===== src/rtl/acc_stream_collector_pkg.sv =====
// Shared types for the serial accumulator collector: core index width and the
// tagged word that travels through the output FIFO.
package acc_stream_collector_pkg;

    localparam int CORE_IDX_W = 2;
    localparam int ACC_WORD_W = 8;

    typedef struct packed {
        logic [CORE_IDX_W-1:0] core;
        logic [ACC_WORD_W-1:0] data;
    } tagged_word_t;

endpackage


===== src/rtl/acc_stream_collector_sync_fifo.sv =====
// Synchronous FIFO with a registered head word; push and pop in the same cycle
// keep the level unchanged, and pop while empty is ignored.
module acc_stream_collector_sync_fifo #(
    parameter int WIDTH = 10,
    parameter int DEPTH = 8,
    localparam int PTR_W = $clog2(DEPTH),
    localparam int LVL_W = $clog2(DEPTH) + 1
) (
    input  logic             clk,
    input  logic             preset_n,
    input  logic             push,
    input  logic [WIDTH-1:0] push_data,
    input  logic             pop,
    output logic [WIDTH-1:0] head_data,
    output logic             full,
    output logic             empty,
    output logic [LVL_W-1:0] level
);

    localparam logic [LVL_W-1:0] FULL_LVL = LVL_W'(DEPTH);

    logic [WIDTH-1:0] r_mem [DEPTH];
    logic [PTR_W-1:0] r_wr_ptr;
    logic [PTR_W-1:0] r_rd_ptr;
    logic [LVL_W-1:0] r_level;
    logic [WIDTH-1:0] r_head;

    logic             w_pop;
    logic             w_push;
    logic [PTR_W-1:0] w_rd_next;
    logic [WIDTH-1:0] w_head_next;

    assign w_pop     = pop && (r_level != '0);
    assign w_push    = push && ((r_level != FULL_LVL) || w_pop);
    assign w_rd_next = r_rd_ptr + PTR_W'(w_pop);

    // The head register bypasses the array when the incoming word becomes the new head.
    assign w_head_next = (w_push && (r_wr_ptr == w_rd_next)) ? push_data : r_mem[w_rd_next];

    always_ff @(posedge clk) begin
        if (w_push) begin
            r_mem[r_wr_ptr] <= push_data;
        end
    end

    always_ff @(posedge clk) begin
        if (!preset_n) begin
            r_wr_ptr <= '0;
            r_rd_ptr <= '0;
            r_level  <= '0;
            r_head   <= '0;
        end else begin
            if (w_push) begin
                r_wr_ptr <= r_wr_ptr + PTR_W'(1);
            end
            r_rd_ptr <= w_rd_next;
            if (w_push || w_pop) begin
                r_head <= w_head_next;
            end
            case ({w_push, w_pop})
                2'b10:   r_level <= r_level + LVL_W'(1);
                2'b01:   r_level <= r_level - LVL_W'(1);
                default: r_level <= r_level;
            endcase
        end
    end

    assign head_data = r_head;
    assign full      = (r_level == FULL_LVL);
    assign empty     = (r_level == '0);
    assign level     = r_level;

endmodule


===== src/rtl/acc_stream_collector.sv =====
// Deserialises each core's 1-bit accumulator stream into words, tags them with
// the core index and queues them for a valid/ready consumer.
module acc_stream_collector
    import acc_stream_collector_pkg::*;
#(
    parameter int NUM_CORES  = 4,
    parameter int WORD_W     = ACC_WORD_W,
    parameter int FIFO_DEPTH = 8,
    localparam int LVL_W     = $clog2(FIFO_DEPTH) + 1
) (
    input  logic                  clk,
    input  logic                  preset_n,
    input  logic                  capture_en,
    input  logic [NUM_CORES-1:0]  acc_bit,
    output logic                  out_valid,
    input  logic                  out_ready,
    output logic [WORD_W-1:0]     out_data,
    output logic [CORE_IDX_W-1:0] out_core,
    output logic                  overflow,
    output logic [LVL_W-1:0]      fifo_level
);

    localparam int CNT_W = $clog2(WORD_W);
    localparam logic [CNT_W-1:0] LAST_BIT = CNT_W'(WORD_W - 1);

    logic [WORD_W-1:0]     r_shift [NUM_CORES];
    logic [WORD_W-1:0]     r_hold  [NUM_CORES];
    logic [NUM_CORES-1:0]  r_pending;
    logic [CNT_W-1:0]      r_bit_cnt;
    logic                  r_overflow;

    logic [WORD_W-1:0]     w_word_next [NUM_CORES];
    logic [NUM_CORES-1:0]  w_push_hit;
    logic                  w_word_done;
    logic                  w_pending_any;
    logic [CORE_IDX_W-1:0] w_push_idx;
    logic                  w_push;
    logic                  w_pop;
    logic                  w_fifo_full;
    logic                  w_fifo_empty;
    tagged_word_t          w_push_word;
    tagged_word_t          w_head_word;

    assign w_word_done = capture_en && (r_bit_cnt == LAST_BIT);
    assign w_pop       = !w_fifo_empty && out_ready;

    // Lowest-index pending core wins the single push slot.
    always_comb begin
        w_pending_any = 1'b0;
        w_push_idx    = '0;
        for (int i = NUM_CORES - 1; i >= 0; i--) begin
            if (r_pending[i]) begin
                w_pending_any = 1'b1;
                w_push_idx    = CORE_IDX_W'(i);
            end
        end
    end

    assign w_push           = w_pending_any && (!w_fifo_full || w_pop);
    assign w_push_word.core = w_push_idx;
    assign w_push_word.data = r_hold[w_push_idx];

    for (genvar gi = 0; gi < NUM_CORES; gi++) begin : g_core
        assign w_word_next[gi] = {acc_bit[gi], r_shift[gi][WORD_W-1:1]};
        assign w_push_hit[gi]  = w_push && (w_push_idx == CORE_IDX_W'(gi));
    end

    always_ff @(posedge clk) begin
        if (!preset_n) begin
            r_bit_cnt  <= '0;
            r_pending  <= '0;
            r_overflow <= 1'b0;
            for (int i = 0; i < NUM_CORES; i++) begin
                r_shift[i] <= '0;
                r_hold[i]  <= '0;
            end
        end else begin
            if (capture_en) begin
                r_bit_cnt <= w_word_done ? '0 : r_bit_cnt + CNT_W'(1);
            end
            for (int i = 0; i < NUM_CORES; i++) begin
                if (capture_en) begin
                    r_shift[i] <= w_word_next[i];
                end
                // A holding slot freed by this cycle's push can take the new word.
                if (w_word_done && (!r_pending[i] || w_push_hit[i])) begin
                    r_hold[i]    <= w_word_next[i];
                    r_pending[i] <= 1'b1;
                end else if (w_push_hit[i]) begin
                    r_pending[i] <= 1'b0;
                end
            end
            if (w_word_done && ((r_pending & ~w_push_hit) != '0)) begin
                r_overflow <= 1'b1;
            end
        end
    end

    acc_stream_collector_sync_fifo #(
        .WIDTH ($bits(tagged_word_t)),
        .DEPTH (FIFO_DEPTH)
    ) u_fifo (
        .clk       (clk),
        .preset_n  (preset_n),
        .push      (w_push),
        .push_data (w_push_word),
        .pop       (w_pop),
        .head_data (w_head_word),
        .full      (w_fifo_full),
        .empty     (w_fifo_empty),
        .level     (fifo_level)
    );

    assign out_valid = !w_fifo_empty;
    assign out_data  = w_head_word.data;
    assign out_core  = w_head_word.core;
    assign overflow  = r_overflow;

endmodule


===== config.mk =====
export PLATFORM = sky130hd
export DESIGN_NAME = acc_stream_collector
export DESIGN_NICKNAME = d
export VERILOG_FILES = /design/src/rtl/acc_stream_collector_pkg.sv /design/src/rtl/acc_stream_collector_sync_fifo.sv /design/src/rtl/acc_stream_collector.sv
export SDC_FILE = /design/constraint.sdc
export NUM_CORES = 1
export LEC_CHECK = 0
export BUFFER_PORTS_ARGS = -buffer_cell sky130_fd_sc_hd__buf_2
export CAP_MARGIN = 10
export CORE_MARGIN = 8
export CORE_UTILIZATION = 60
export CTS_BUF_LIST = sky130_fd_sc_hd__clkbuf_16
export DETAILED_ROUTE_END_ITERATION = 16
export GPL_ROUTABILITY_DRIVEN = 0
export GPL_TIMING_DRIVEN = 0
export PLACE_DENSITY = 0.76
export SETUP_SLACK_MARGIN = 0.05
export SLEW_MARGIN = 20
export SYNTH_ARGS = -nofsm -noshare
export SYNTH_HDL_FRONTEND = slang
export SYNTH_SLANG_ARGS = --single-unit

===== constraint.sdc =====
create_clock -name clk -period 3.51 [get_ports clk]
set_input_delay 1.053 -clock clk [delete_from_list [all_inputs] [get_ports clk]]
set_output_delay 1.053 -clock clk [all_outputs]
set_load 0.01 [all_outputs]

### Word-level counts from Yosys, hierarchy flattened

Memories as Yosys holds them, arrays and structs flattened. A register that Yosys moved wholly into a read port is not among the register bits.
Index checks and enable logic that the tools add are counted.

| operators by class | value |
|---|---|
| add/subtract/negate cells | 5 |
| equality and inequality tests | 8 |
| mux-type cells | 44 |
| bitwise operators | 10 |
| reductions and logical operators | 37 |

Operator list:

| operator | number |
|---|---|
| $mux 8 | 8 |
| $mux 1 | 30 |
| $logic_and 1x1->1 | 14 |
| $reduce_bool 2->1 | 5 |
| $mux 2 | 4 |
| $or 1x1->1 | 8 |
| $pmux 4 s2 | 1 |
| $reduce_bool 4->1 | 2 |
| $logic_not 1->1 | 7 |
| $logic_or 1x1->1 | 7 |
| $add 3x1->3 const B | 2 |
| $eq 2x2->1 const B | 3 |
| $add 4x1->4 const B | 1 |
| $and 4x4->4 | 1 |
| $eq 2x1->1 const B | 2 |
| $eq 4x4->1 const B | 1 |
| $logic_not 4->1 | 1 |
| $ne 4x4->1 const B | 1 |
| $not 4->4 | 1 |
| $sub 4x1->4 const B | 1 |
| $add 3x1->3 | 1 |
| $eq 3x3->1 const B | 1 |
| $mux 3 | 1 |
| $logic_not 2->1 | 1 |

| word-level totals | value |
|---|---|
| register bits after elaboration | 18 |
| memory bits (writable) | 144 |
| input bits | 8 |
| logic and storage cells | 116 |
| memories kept | 3 |

Memories:

| memory | words | width | read ports | clocked after Yosys merged registers in | write ports | line | RTL |
|---|---|---|---|---|---|---|---|
| u_fifo.r_mem | 8 | 10 | 1 | 1 | 1 | acc_stream_collector_sync_fifo.sv:22 | `logic [WIDTH-1:0] r_mem [DEPTH];` |
| r_hold | 4 | 8 | 1 | 0 | 4 | acc_stream_collector.sv:27 | `logic [WORD_W-1:0] r_hold [NUM_CORES];` |
| r_shift | 4 | 8 | 4 | 0 | 4 | acc_stream_collector.sv:26 | `logic [WORD_W-1:0] r_shift [NUM_CORES];` |

### Logic depth before layout (Yosys ltp)

Gate-level depths: netlist (run 1).

| logic depth | value |
|---|---|
| word-level depth | 12 |
| mapped depth | 12 |
| gate-level depth less buffers | 12 |

### Hierarchy

Synthesis (run 1) repeated with hierarchy kept, for this count alone.

| second synthesis, totals | value |
|---|---|
| cells, all modules | 458 |
| area total of the unflattened synthesis | 7,051.8 um^2 |

By module, submodules not included:

| module | times used | cells an instance | area each (um^2) | seq. area each (um^2) |
|---|---|---|---|---|
| acc_stream_collector_sync_fifo | 1 | 234 | 4,101.4 | 2,802.7 |
| acc_stream_collector | 1 | 224 | 2,950.3 | 1,961.9 |

### Worst setup path after synthesis (run 1)

No wires, ideal clock.

| path | value |
|---|---|
| path type | input port to flip-flop |
| start point | in out_ready |
| end point | mem u_fifo.r_mem[2][0] (enable) |
| library setup time | 0.408 ns |
| arrival | 2.668 ns |
| required time | 3.102 ns |
| slack | 0.434 ns |
| cell stages on the path | 4 |
| buffers on the path | 0 |
| cell sequence | nor2b_1 a22oi_4 inv_4 nor4b_1 |

| on the way | value |
|---|---|
| longest elaborated chain between the ends | 6 |
| elaborated cells between the ends (all ways) | 8 |
| those cells by class | mux (2); reduce/logical (6) |

RTL lines:

| item | line | RTL |
|---|---|---|
| start, declared | acc_stream_collector.sv:16 | `input logic out_ready,` |
| $logic_and 1x1->1 * | acc_stream_collector.sv:45 | `assign w_pop = !w_fifo_empty && out_ready;` |
| $logic_or 1x1->1 / $logic_and 1x1->1 (equally long branches) | acc_stream_collector.sv:59, acc_stream_collector_sync_fifo.sv:33 |  |
| $logic_and 1x1->1 / $logic_or 1x1->1 (equally long branches) | acc_stream_collector.sv:59, acc_stream_collector_sync_fifo.sv:34 |  |
| $logic_and 1x1->1 * | acc_stream_collector_sync_fifo.sv:34 | `assign w_push = push && ((r_level != FULL_LVL) \|\| w_pop);` |
| $mux 1 * | acc_stream_collector_sync_fifo.sv:41 | `if (w_push) begin` |
| $mux 1 (not written as such) * | acc_stream_collector_sync_fifo.sv:42 | `r_mem[r_wr_ptr] <= push_data;` |
| end, declared | acc_stream_collector_sync_fifo.sv:22 |  |

Every way passes the cells marked *; elsewhere a longest branch is shown, timed or not.

### Worst setup path in the final report (run 1)

| path | value |
|---|---|
| start point | reg u_fifo.r_level[1] (netlist: u_fifo.level[1]) |
| end point | reg u_fifo.r_head[1] (netlist: u_fifo.head_data[1]) (read register of u_fifo.r_mem) |

| on the way | value |
|---|---|
| longest elaborated chain between the ends | 7 |
| elaborated cells between the ends (all ways) | 14 |
| those cells by class | add/sub (1); eq/ne (2); reduce/logical (11) |

RTL lines:

| item | line | RTL |
|---|---|---|
| start, declared | acc_stream_collector_sync_fifo.sv:25 | `logic [LVL_W-1:0] r_level;` |
| start signal, assigned | acc_stream_collector_sync_fifo.sv:61 | `2'b10: r_level <= r_level + LVL_W'(1);` |
| start signal, assigned | acc_stream_collector_sync_fifo.sv:62 | `2'b01: r_level <= r_level - LVL_W'(1);` |
| start signal, assigned | acc_stream_collector_sync_fifo.sv:63 | `default: r_level <= r_level;` |
| branches (longest 7 deep; another with $add 3x1->3) | - |  |
| end, declared | acc_stream_collector_sync_fifo.sv:26 | `logic [WIDTH-1:0] r_head;` |

Parallel ways; which one is timed is not known.
A chain may end at the register's enable or synchronous reset.

==> results of run 1 <==
worst register-to-register path, cell delays in order (launching register included):
cell,delay [ns]
dfxtp_1,0.38
nor3_2,0.42
nand2b_1,0.12
nand2_1,0.11
inv_1,0.09
ha_1,0.21
ha_1,0.20
xor2_1,0.37
clkbuf_1,0.72
mux2i_1,0.33
o221ai_1,0.14
how the worst min path moves through the flow:
stage / depth (start not counted) / endpoint / start
2_1_floorplan: 1 / r_hold[0][0]$_SDFFCE_PN0P_ / r_shift[0][1]$_SDFFCE_PN0P_
3_3_place_gp: 2 / u_fifo.head_data[4]$_SDFFE_PN0P_ / u_fifo.head_data[4]$_SDFFE_PN0P_
3_5_place_dp: 2 / u_fifo.head_data[5]$_SDFFE_PN0P_ / u_fifo.head_data[5]$_SDFFE_PN0P_
4_1_cts: 2 / u_fifo.head_data[5]$_SDFFE_PN0P_ / u_fifo.head_data[5]$_SDFFE_PN0P_
5_1_grt: 2 / u_fifo.head_data[7]$_SDFFE_PN0P_ / u_fifo.head_data[7]$_SDFFE_PN0P_
6_report: 2 / u_fifo.head_data[4]$_SDFFE_PN0P_ / u_fifo.head_data[4]$_SDFFE_PN0P_
cells in the final DEF, fill, tap and decap left out, types with 3 or more instances in the layout:
| cell type | synthesis | routed |
|---|---|---|
| xnor2_1 | 4 | 4 |
| nor2_1 | 10 | 10 |
| a22o_1 | 8 | 8 |
| and2_1 | 44 | 44 |
| mux2i_1 | 20 | 20 |
| nand2_1 | 30 | 30 |
| inv_1 | 12 | 18 |
| xor2_1 | 7 | 7 |
| clkinvlp_4 | 0 | 4 |
| o21ai_0 | 7 | 5 |
| buf_1 | 4 | 4 |
| nor3_2 | 1 | 3 |
| clkbuf_1 | 19 | 19 |
| buf_2 | 1 | 24 |
| a21boi_0 | 3 | 3 |
| dfxtp_1 | 28 | 28 |
| clkbuf_16 | 0 | 17 |
| nand2b_1 | 4 | 3 |
| mux4_2 | 20 | 20 |
| edfxtp_1 | 140 | 140 |
| o21a_1 | 10 | 10 |
| buf_4 | 1 | 8 |
| and3_1 | 29 | 29 |
| o221ai_1 | 9 | 9 |
| nor2b_1 | 8 | 8 |
| ha_1 | 9 | 9 |
| clkinv_1 | 0 | 3 |
| a21oi_1 | 5 | 5 |
report_power, final:
group / switching (mW) / leakage [nW] / total, mW / internal (mW)
clock: 0.702 / 0.255 / 1.58 / 0.879
combinational: 0.0478 / 1.08 / 0.0678 / 0.0199
sequential: 0.0150 / 1.59 / 2.20 / 2.19
total: 0.764 / 2.92 / 3.85 / 3.09
per-layer routing:
metal | GRT usage [%] | vias up | wire [um]
met2 | 31.2 | 96 | 6660
met4 | 7.37 | 0 | 230
met3 | 3.58 | 23 | 676
li1 | - | 1821 | -
met5 | 0 | - | 0
met1 | 22.0 | 1950 | 5360
kinds of logic after synthesis:
logic type	after synthesis	share of synthesized area (%)
AOI/OAI and AO/OA	51	5.85
xor gates and xnor gates	11	1.38
adders and majority gates	9	1.62
buffers and inverters	38	2.15
DFF	168	68.3
muxes	40	9.33
and+or+nand+nor	141	11.3
synthesized netlist by cell type (2+ instances only):
library cell,count
o21ai_0,7
mux2i_1,20
nor2_1,10
xnor2_1,4
xor2_1,7
dfxtp_1,28
o21a_1,10
and2_1,44
mux4_2,20
a21boi_0,3
nand2b_1,4
nor3b_1,2
inv_1,12
a22o_1,8
and3_1,29
nor4b_1,2
clkbuf_1,19
nand3_1,2
nor2b_1,8
o22ai_1,2
buf_1,4
a21oi_1,5
nor3_1,4
a211oi_1,2
o221ai_1,9
nand2_1,30
edfxtp_1,140
ha_1,9
registers in the layout, summed over array words and instances, names as in the netlist:
register          flops
r_pending             4
u_fifo.r_wr_ptr       3
overflow              1
u_fifo.r_rd_ptr       3
r_shift              28
r_hold               32
u_fifo.r_mem         80
u_fifo.head_data     10
r_bit_cnt             3
u_fifo.level          4
area by class of cell:
cell class	count	area (um^2)	share of cell area [%]
Buffer	25	101	1.29
Clock buffer	17	425	5.40
Clock inverter	15	77.6	0.985
Inverter	13	51.3	0.651
Multi-Input combinational cell	252	2100	26.7
Sequential cell	168	4760	60.5
Tap cell	143	179	2.27
Timing Repair Buffer	31	173	2.19
through the flow:
step / setup slack [ns] / instances / total power, mW / utilization, %
floorplan: 0.434 / 458 / 2.28 / -
global placement: -0.687 / 622 / 2.31 / 63.8
detailed placement: -0.0275 / 630 / 2.31 / 64.6
CTS: 0.156 / 662 / 3.87 / 69.1
global route: 0.128 / 664 / 3.96 / 69.3
finish: 0.305 / 664 / 3.85 / 69.3
what timing repair did:
action / in CTS / in global routing
endpoints found under the setup margin: 0 / 6
buffers inserted: 0 / 2
gates resized for setup: 0 / 2
==> reports/qor.yml, run 1 <==
ys_ff_latch: 168
antenna_found_initial: 0
clock_sinks: 168
crit_arrival_ns: 3.49
crit_end: "u_fifo.head_data[1]$_SDFFE_PN0P_"
row_count: 39
r2r_slack_ns: 0.31
overflow: 0
crit_type: "reg -> reg"
holdCritPathClass: "reg -> reg"
die_y_um: 124
worstRegToRegCells: 10
crit_slowest_cell: "clkbuf_1"
cp_max_fo: 10
powerDensity_nw_per_um2: 489
wl_um: 12900
whs_ns: 0.460
regToRegEndpoint: "u_fifo.head_data[1]$_SDFFE_PN0P_"
io_buffers: 21
start_util_pct: 61.3
avgRoutedWirePerCell_um: 19.5
cts_tree: "yes"
cp_common_cell: "ha_1"
nFillCells: 750
cts_made_buffers: 17
reg2reg_from: "u_fifo.level[1]$_SDFFE_PN0P_"
hold_buffers: 0
cts_max_path_buffers: 2
place_hpwl_um: 8800
worst_pin_slew_ns: 1.04
clk_pin_slew_worst_paths_ns: 0.06
cpPeakStageDelay_ns: 0.72
power.leakage_nw: 2.92
coreArea_um2: 11400
finalInstanceArea_um2: 7880
synth_edf_count: 140
synth_warnings: 0
die_area_um2: 15300
placed_area_um2: 7350
worst-endpoint-required_ns: 3.80
gr-usage-all-layers_pct: 18.1
grt_pass1_vias: 3885
insertion_delay_ns: 0.41
nets: 525
synth_top_area_cell: "edfxtp_1"
syn_inst: 458
ctsHtreeMaxLevel: 4
fin_crit_sh_pct: 91.3
drt_iter0_markers: 349
rsz0062_at_grt: "no"
ir_drop_mv: 0.386
cp-end-kind: "flip-flop"
yosys.area.top_type_share_pct: 60.3
drcViolationCount: 0
syn_to_final_growth_pct: 13.0
min_period_ns: 3.20
fin_setup_tns_ns: 0
fmax_ghz: 0.312
grt_pass1_wl_um: 20500
crit_cells: 10
clock_skew_ns: 0.00786
ys_seq_area_share_pct: 68.3
cp_top_family: "buffers and inverters"
path_cells: "nor3_2 > nand2b_1 > nand2_1 > inv_1 > ha_1 > ha_1 > xor2_1 > clkbuf_1 > mux2i_1 > o221ai_1"
slew_viol_final: 0
syn_nets: 475
finalHoldViolCount: 0
cp-start-kind: "flip-flop"
outcome: "finished, final reports clean"
ys_types: 42
setup-violations-final: 0
synth_area_um2: 6970
cp_num_buf_inv: 2
drive_gt1_share_pct: 17.3
crit_start: "u_fifo.level[1]$_SDFFE_PN0P_"
viasPerCell: 5.86
async_reset_ff_share_pct: 0
maxSlewHeadroom_pct: 30.1
cts_root_buffer: "clkbuf_16"
synth_area_leaders: "edfxtp_1 (60%), dfxtp_1 (8.0%), mux4_2 (6.5%)"
grt_max_degree: 29
maxCapViolCount: 0
antenna_cells: 0
drt-pass1-iter-count: 6
ant_nets: 0
vias: 3890
dieWidth_um: 124
ios: 24
avgSynthCellArea_um2: 15.2
ys.flop_type: "edfxtp_1"
Note: power is estimated with default switching activity, not from simulation.
==> run 2, diff against run 1 <==
--- a/config.mk
+++ b/config.mk
@@ -12,10 +12,8 @@
 export CTS_BUF_LIST = sky130_fd_sc_hd__clkbuf_16
 export DETAILED_ROUTE_END_ITERATION = 16
 export GPL_ROUTABILITY_DRIVEN = 0
-export GPL_TIMING_DRIVEN = 0
 export PLACE_DENSITY = 0.76
 export SETUP_SLACK_MARGIN = 0.05
-export SLEW_MARGIN = 20
 export SYNTH_ARGS = -nofsm -noshare
 export SYNTH_HDL_FRONTEND = slang
 export SYNTH_SLANG_ARGS = --single-unit
==> run 2 against run 1 <==
Design area increased by 1.4%; clock power increased by 20%; wire length decreased by 0.15%; largest power group unchanged; maximum frequency increased by 12%; clock skew increased by 0.0017 ns; flip-flop and latch count unchanged; critical path depth increased by 1; highest routed layer unchanged.
==> reports/qor.yml, run 2 (synthesized netlist as in run 1, its figures left out) <==
min_period_ns: 2.86
cp-start-kind: "flip-flop"
gr-usage-met2_pct: 30.9
place_hpwl_um: 8560
die_y_um: 124
cp_top_family: "simple AND/OR/NAND/NOR gates"
setup-violations-final: 0
hold_buffers: 0
ant_nets: 0
finalInstanceArea_um2: 7990
nFillCells: 749
crit_type: "reg -> reg"
layout_common_cells: "edfxtp_1 (140), and2_1 (44), nand2_1 (30)"
die_area_um2: 15300
final_common_cell: "edfxtp_1"
cts_max_path_buffers: 2
antenna_found_initial: 0
crit_slowest_cell: "nor3_2"
largest_reg_flops: 80
grt_pass1_wl_um: 21100
overflow: 0
crit_arrival_ns: 3.19
numPlacedInstances: 623
top_usage_layer: "met2"
worst-endpoint-required_ns: 3.84
final_cells: 655
drt-pass1-iter-count: 5
cts_tree: "yes"
grt_max_degree: 45
row_count: 39
final_util_pct: 70.3
path_cells: "nor3_2 > nand2b_1 > nand2_1 > inv_1 > ha_1 > ha_1 > xor2_1 > xor2_1 > nor3_1 > nand3_1 > o311ai_1"
finalHoldViolCount: 0
cp-end-kind: "flip-flop"
fmax_ghz: 0.350
worst_pin_slew_ns: 0.693
power.total_mw: 4.16
avgRoutedWirePerCell_um: 19.7
syn_to_final_growth_pct: 14.6
worstRegToRegCells: 11
drt_iter0_markers: 313
clk_pin_slew_worst_paths_ns: 0.06
wl_um: 12900
worstHoldStart: "overflow$_SDFFE_PN0P_"
ctsHtreeMaxLevel: 4
rsz0062_at_grt: "no"
io_buffers: 23
hold_depth: 1
antenna_cells: 0
worstHoldEndpoint: "overflow$_SDFFE_PN0P_"
dieWidth_um: 124
r2r_slack_ns: 0.65
reg.largest.list: "u_fifo.r_mem x80, r_hold x32, r_shift x28"
cpPeakStageDelay_ns: 0.40
drcViolationCount: 0
clock_sinks: 168
insertion_delay_ns: 0.43
grt_pass1_vias: 4032
groute.layer.met1.usage_pct: 22.7
maxCapViolCount: 0
outcome: "finished, final reports clean"
ios: 24
met3_usage_pct: 5.30
cp_max_fo: 10
cts_root_buffer: "clkbuf_16"
reg2reg_from: "u_fifo.level[1]$_SDFFE_PN0P_"
vias: 3848
placed_area_um2: 7380
viasPerCell: 5.87
fin_setup_tns_ns: 0
clock_skew_ns: 0.00953
fin_crit_sh_pct: 81.5
regToRegEndpoint: "u_fifo.head_data[8]$_SDFFE_PN0P_"
ir_drop_mv: 0.423
cts_setup_buffers: 0
start_util_pct: 61.3
cts_made_buffers: 17
cp_num_buf_inv: 1
largest-register: "u_fifo.r_mem"
nets: 516
maxSlewHeadroom_pct: 53.7
slew_viol_final: 0
post_cts_resized: 0
holdCritPathClass: "reg -> reg"
power.leakage_nw: 2.99
powerDensity_nw_per_um2: 521
drive_gt1_share_pct: 19.9
gr-usage-all-layers_pct: 18.9
coreArea_um2: 11400
run 2: cell types whose count changed in the layout (fill, tap and decap cells not counted), sizes merged:
| cell | change |
|---|---|
| clkbuf | -20 |
| inv | -7 |
| clkinv | +4 |
| clkinvlp | -1 |
| bufinv | +4 |
| buf | +11 |
run 2: per-layer routing:
metal  part of all wire (%)  wire length [um]  up-vias
met3                    5.1               654       24
li1                       -                 -     1812
met1                     42              5440     1916
met2                     51              6530       96
met4                    2.2               289        0
met5                      0                 0        -
run 2: stage by stage:
step,hold slack [ns],worst slack (ns)
after floorplan,0.497,0.434
after global placement,0.464,0.472
after detailed placement,0.475,0.392
after CTS,0.498,0.629
after global routing,0.508,0.413
final,0.491,0.650
run 2: layout make-up:
class | instances | area [um^2] | area share (%)
clock buffer | 17 | 425 | 5.33
timing repair buffer | 47 | 308 | 3.85
sequential | 168 | 4760 | 59.6
inverter | 13 | 51.3 | 0.642
clock inverter | 15 | 184 | 2.30
tap | 143 | 179 | 2.24
multi-input combinational | 252 | 2080 | 26.0
run 2: worst max path at each step:
| stage | startpoint | endpoint | cells after the start |
|---|---|---|---|
| 2_1_floorplan | out_ready | u_fifo.r_mem[2][0]$_DFFE_PP_ | 4 |
| 3_3_place_gp | out_ready | u_fifo.level[2]$_SDFFE_PN0P_ | 12 |
| 3_5_place_dp | out_ready | u_fifo.head_data[8]$_SDFFE_PN0P_ | 10 |
| 4_1_cts | u_fifo.level[1]$_SDFFE_PN0P_ | u_fifo.head_data[8]$_SDFFE_PN0P_ | 11 |
| 5_1_grt | u_fifo.level[1]$_SDFFE_PN0P_ | u_fifo.head_data[8]$_SDFFE_PN0P_ | 11 |
| 6_report | u_fifo.level[1]$_SDFFE_PN0P_ | u_fifo.head_data[8]$_SDFFE_PN0P_ | 11 |
run 2: report_power, final:
part	internal, mW	leakage (nW)	total [mW]	switching (mW)
Clock	1.18	0.286	1.89	0.717
Sequential	2.19	1.59	2.20	0.0140
Combinational	0.0240	1.12	0.0696	0.0456
Total	3.39	2.99	4.16	0.776
==> run 3, diff against run 2 <==
--- a/config.mk
+++ b/config.mk
@@ -8,11 +8,11 @@
 export BUFFER_PORTS_ARGS = -buffer_cell sky130_fd_sc_hd__buf_2
 export CAP_MARGIN = 10
 export CORE_MARGIN = 8
-export CORE_UTILIZATION = 60
+export CORE_UTILIZATION = 55
 export CTS_BUF_LIST = sky130_fd_sc_hd__clkbuf_16
 export DETAILED_ROUTE_END_ITERATION = 16
 export GPL_ROUTABILITY_DRIVEN = 0
-export PLACE_DENSITY = 0.76
+export PLACE_DENSITY = 0.74
 export SETUP_SLACK_MARGIN = 0.05
 export SYNTH_ARGS = -nofsm -noshare
 export SYNTH_HDL_FRONTEND = slang
==> constraint.sdc (replaced) <==
create_clock -name clk -period 2.45 [get_ports clk]
set_input_delay 0.735 -clock clk [delete_from_list [all_inputs] [get_ports clk]]
set_output_delay 0.735 -clock clk [all_outputs]
set_load 0.01 [all_outputs]
==> run 3 against run 2 <==
First-iteration DRC count fell by 11%; critical path depth is 1 lower; worst setup slack worse by 0.47 ns; core utilization is 3.8 points lower; sequential share of layout area shrank 2.3 points; clock power up 50%; die area rose by 7.9%; wire length shrank 0.22%; final cell count grew 7.2%; global-route usage down 2.2 points; design area is 4.2% higher; critical path type unchanged; largest cell class unchanged; largest power group unchanged.
==> reports/qor.yml, run 3 (synthesized netlist as in run 1, its figures left out) <==
gr-usage-all-layers_pct: 16.6
vias: 3843
largest_reg_flops: 80
grt_max_degree: 45
nFillCells: 861
overflow: 0
path_cells: "nor3_4 > nand2b_1 > nand2_2 > inv_2 > ha_4 > buf_12 > xor2_2 > o41ai_4 > buf_4 > o221ai_1"
coreArea_um2: 12500
holdCritPathClass: "reg -> reg"
insertion_delay_ns: 0.42
drt-pass1-iter-count: 4
row_count: 41
fmax_ghz: 0.441
place_hpwl_um: 8530
worstHoldStart: "u_fifo.head_data[7]$_SDFFE_PN0P_"
min_period_ns: 2.27
whs_ns: 0.460
cp_top_family: "compound AO/OA/AOI/OAI gates"
ctsHtreeMaxLevel: 4
antenna_found_initial: 0
clock_sinks: 168
rsz0062_at_grt: "no"
antenna_cells: 0
numPlacedInstances: 665
io_buffers: 23
powerDensity_nw_per_um2: 731
crit_type: "reg -> reg"
worstRegToRegCells: 10
drcViolationCount: 0
drive_gt1_share_pct: 24.9
cts_made_buffers: 17
viasPerCell: 5.47
drt_iter0_markers: 278
grt_pass1_wl_um: 20400
largest-register: "u_fifo.r_mem"
fin_crit_sh_pct: 92.6
setup-violations-final: 0
wl_um: 12900
cp-end-kind: "flip-flop"
cp-start-kind: "flip-flop"
ant_nets: 0
die_area_um2: 16500
crit_arrival_ns: 2.56
avgRoutedWirePerCell_um: 18.4
grt_pass1_vias: 3822
ir_drop_mv: 0.621
worstHoldEndpoint: "u_fifo.head_data[7]$_SDFFE_PN0P_"
maxSlewHeadroom_pct: 59.0
hold_depth: 2
cts_max_path_buffers: 2
worst-endpoint-required_ns: 2.74
clk_pin_slew_worst_paths_ns: 0.06
r2r_slack_ns: 0.18
start_util_pct: 55.7
finalHoldViolCount: 0
crit_slowest_cell: "o41ai_4"
outcome: "finished, final reports clean"
die_y_um: 129
cts_root_buffer: "clkbuf_16"
dieWidth_um: 129
regToRegEndpoint: "u_fifo.head_data[4]$_SDFFE_PN0P_"
cp_num_buf_inv: 3
syn_to_final_growth_pct: 19.4
final_common_cell: "edfxtp_1"
ios: 24
cts_tree: "yes"
clock_skew_ns: 0.00797
reg2reg_from: "u_fifo.level[2]$_SDFFE_PN0P_"
slew_viol_final: 0
layout_common_cells: "edfxtp_1 (140), and2_1 (44), buf_4 (36)"
final_cells: 702
reg.largest.list: "u_fifo.r_mem x80, r_hold x32, r_shift x28"
power.leakage_nw: 3.12
nets: 534
cp_max_fo: 10
worst_pin_slew_ns: 0.613
cpPeakStageDelay_ns: 0.47
maxCapViolCount: 0
## run 3: cell count changes in the layout (fill, tap and decap cells not counted), sizes merged
| cell | previous run | this run |
|---|---|---|
| clkinv | 8 | 6 |
| inv | 13 | 16 |
| bufinv | 4 | 5 |
| clkinvlp | 3 | 1 |
| buf | 47 | 65 |
## run 3: worst max path at each step
stage                                       from                               end  cells past startpoint
floorplan           u_fifo.level[0]$_SDFFE_PN0P_  u_fifo.head_data[8]$_SDFFE_PN0P_                     11
global placement                       out_ready  u_fifo.head_data[0]$_SDFFE_PN0P_                     10
detailed placement                     out_ready  u_fifo.head_data[3]$_SDFFE_PN0P_                     10
CTS                 u_fifo.level[0]$_SDFFE_PN0P_  u_fifo.head_data[3]$_SDFFE_PN0P_                     11
global route        u_fifo.level[2]$_SDFFE_PN0P_  u_fifo.head_data[7]$_SDFFE_PN0P_                     10
finish              u_fifo.level[2]$_SDFFE_PN0P_  u_fifo.head_data[4]$_SDFFE_PN0P_                     10
## run 3: cell type report
type | count | area, um^2 | share of cell area [%]
clock buffer | 17 | 425 | 5.11
timing repair buffer | 65 | 497 | 5.97
sequential | 168 | 4770 | 57.3
multi-input combinational | 252 | 2160 | 25.9
inverter | 13 | 51.3 | 0.616
clock inverter | 15 | 208 | 2.50
tap | 172 | 215 | 2.59
## run 3: power breakdown
part	switching (mW)	total [mW]	internal [mW]	leakage [nW]
clock	1.04	2.83	1.79	0.312
combinational	0.0665	0.101	0.0348	1.22
sequential	0.0205	3.15	3.13	1.59
total	1.12	6.08	4.96	3.12
## run 3: layer usage
metal | part of all wire (%) | vias up | global-route usage (%)
li1 | - | 1842 | -
met1 | 42 | 1889 | 20.1
met2 | 51 | 96 | 28.1
met3 | 5.6 | 16 | 4.72
met4 | 1.3 | 0 | 5.74
met5 | 0 | - | 0
## run 3: metrics by stage
stage,setup WS [ns],TNS (ns),util (%),total power [mW],instance area [um^2]
5_1_grt,0.0620,0,66.5,6.25,8320
3_3_place_gp,-0.0702,-0.501,61.0,3.31,7640
2_1_floorplan,-0.0445,-0.0551,-,3.27,7090
3_5_place_dp,-0.0986,-0.790,61.0,3.31,7640
6_report,0.181,0,66.5,6.08,8320
4_1_cts,0.0826,0,66.1,6.13,8270
## run 3: what timing repair did
item                                    in CTS  in global routing
hold buffers                                 0                  0
setup buffers                                0                  4
gates resized for setup                      0                  5
endpoints found under the setup margin       0                 11
## run 3: tightest hold or removal path, cell delays in order (launching register included)
cell and delay (ns):
dfxtp_1 0.32, nand2_1 0.05, o221ai_1 0.05
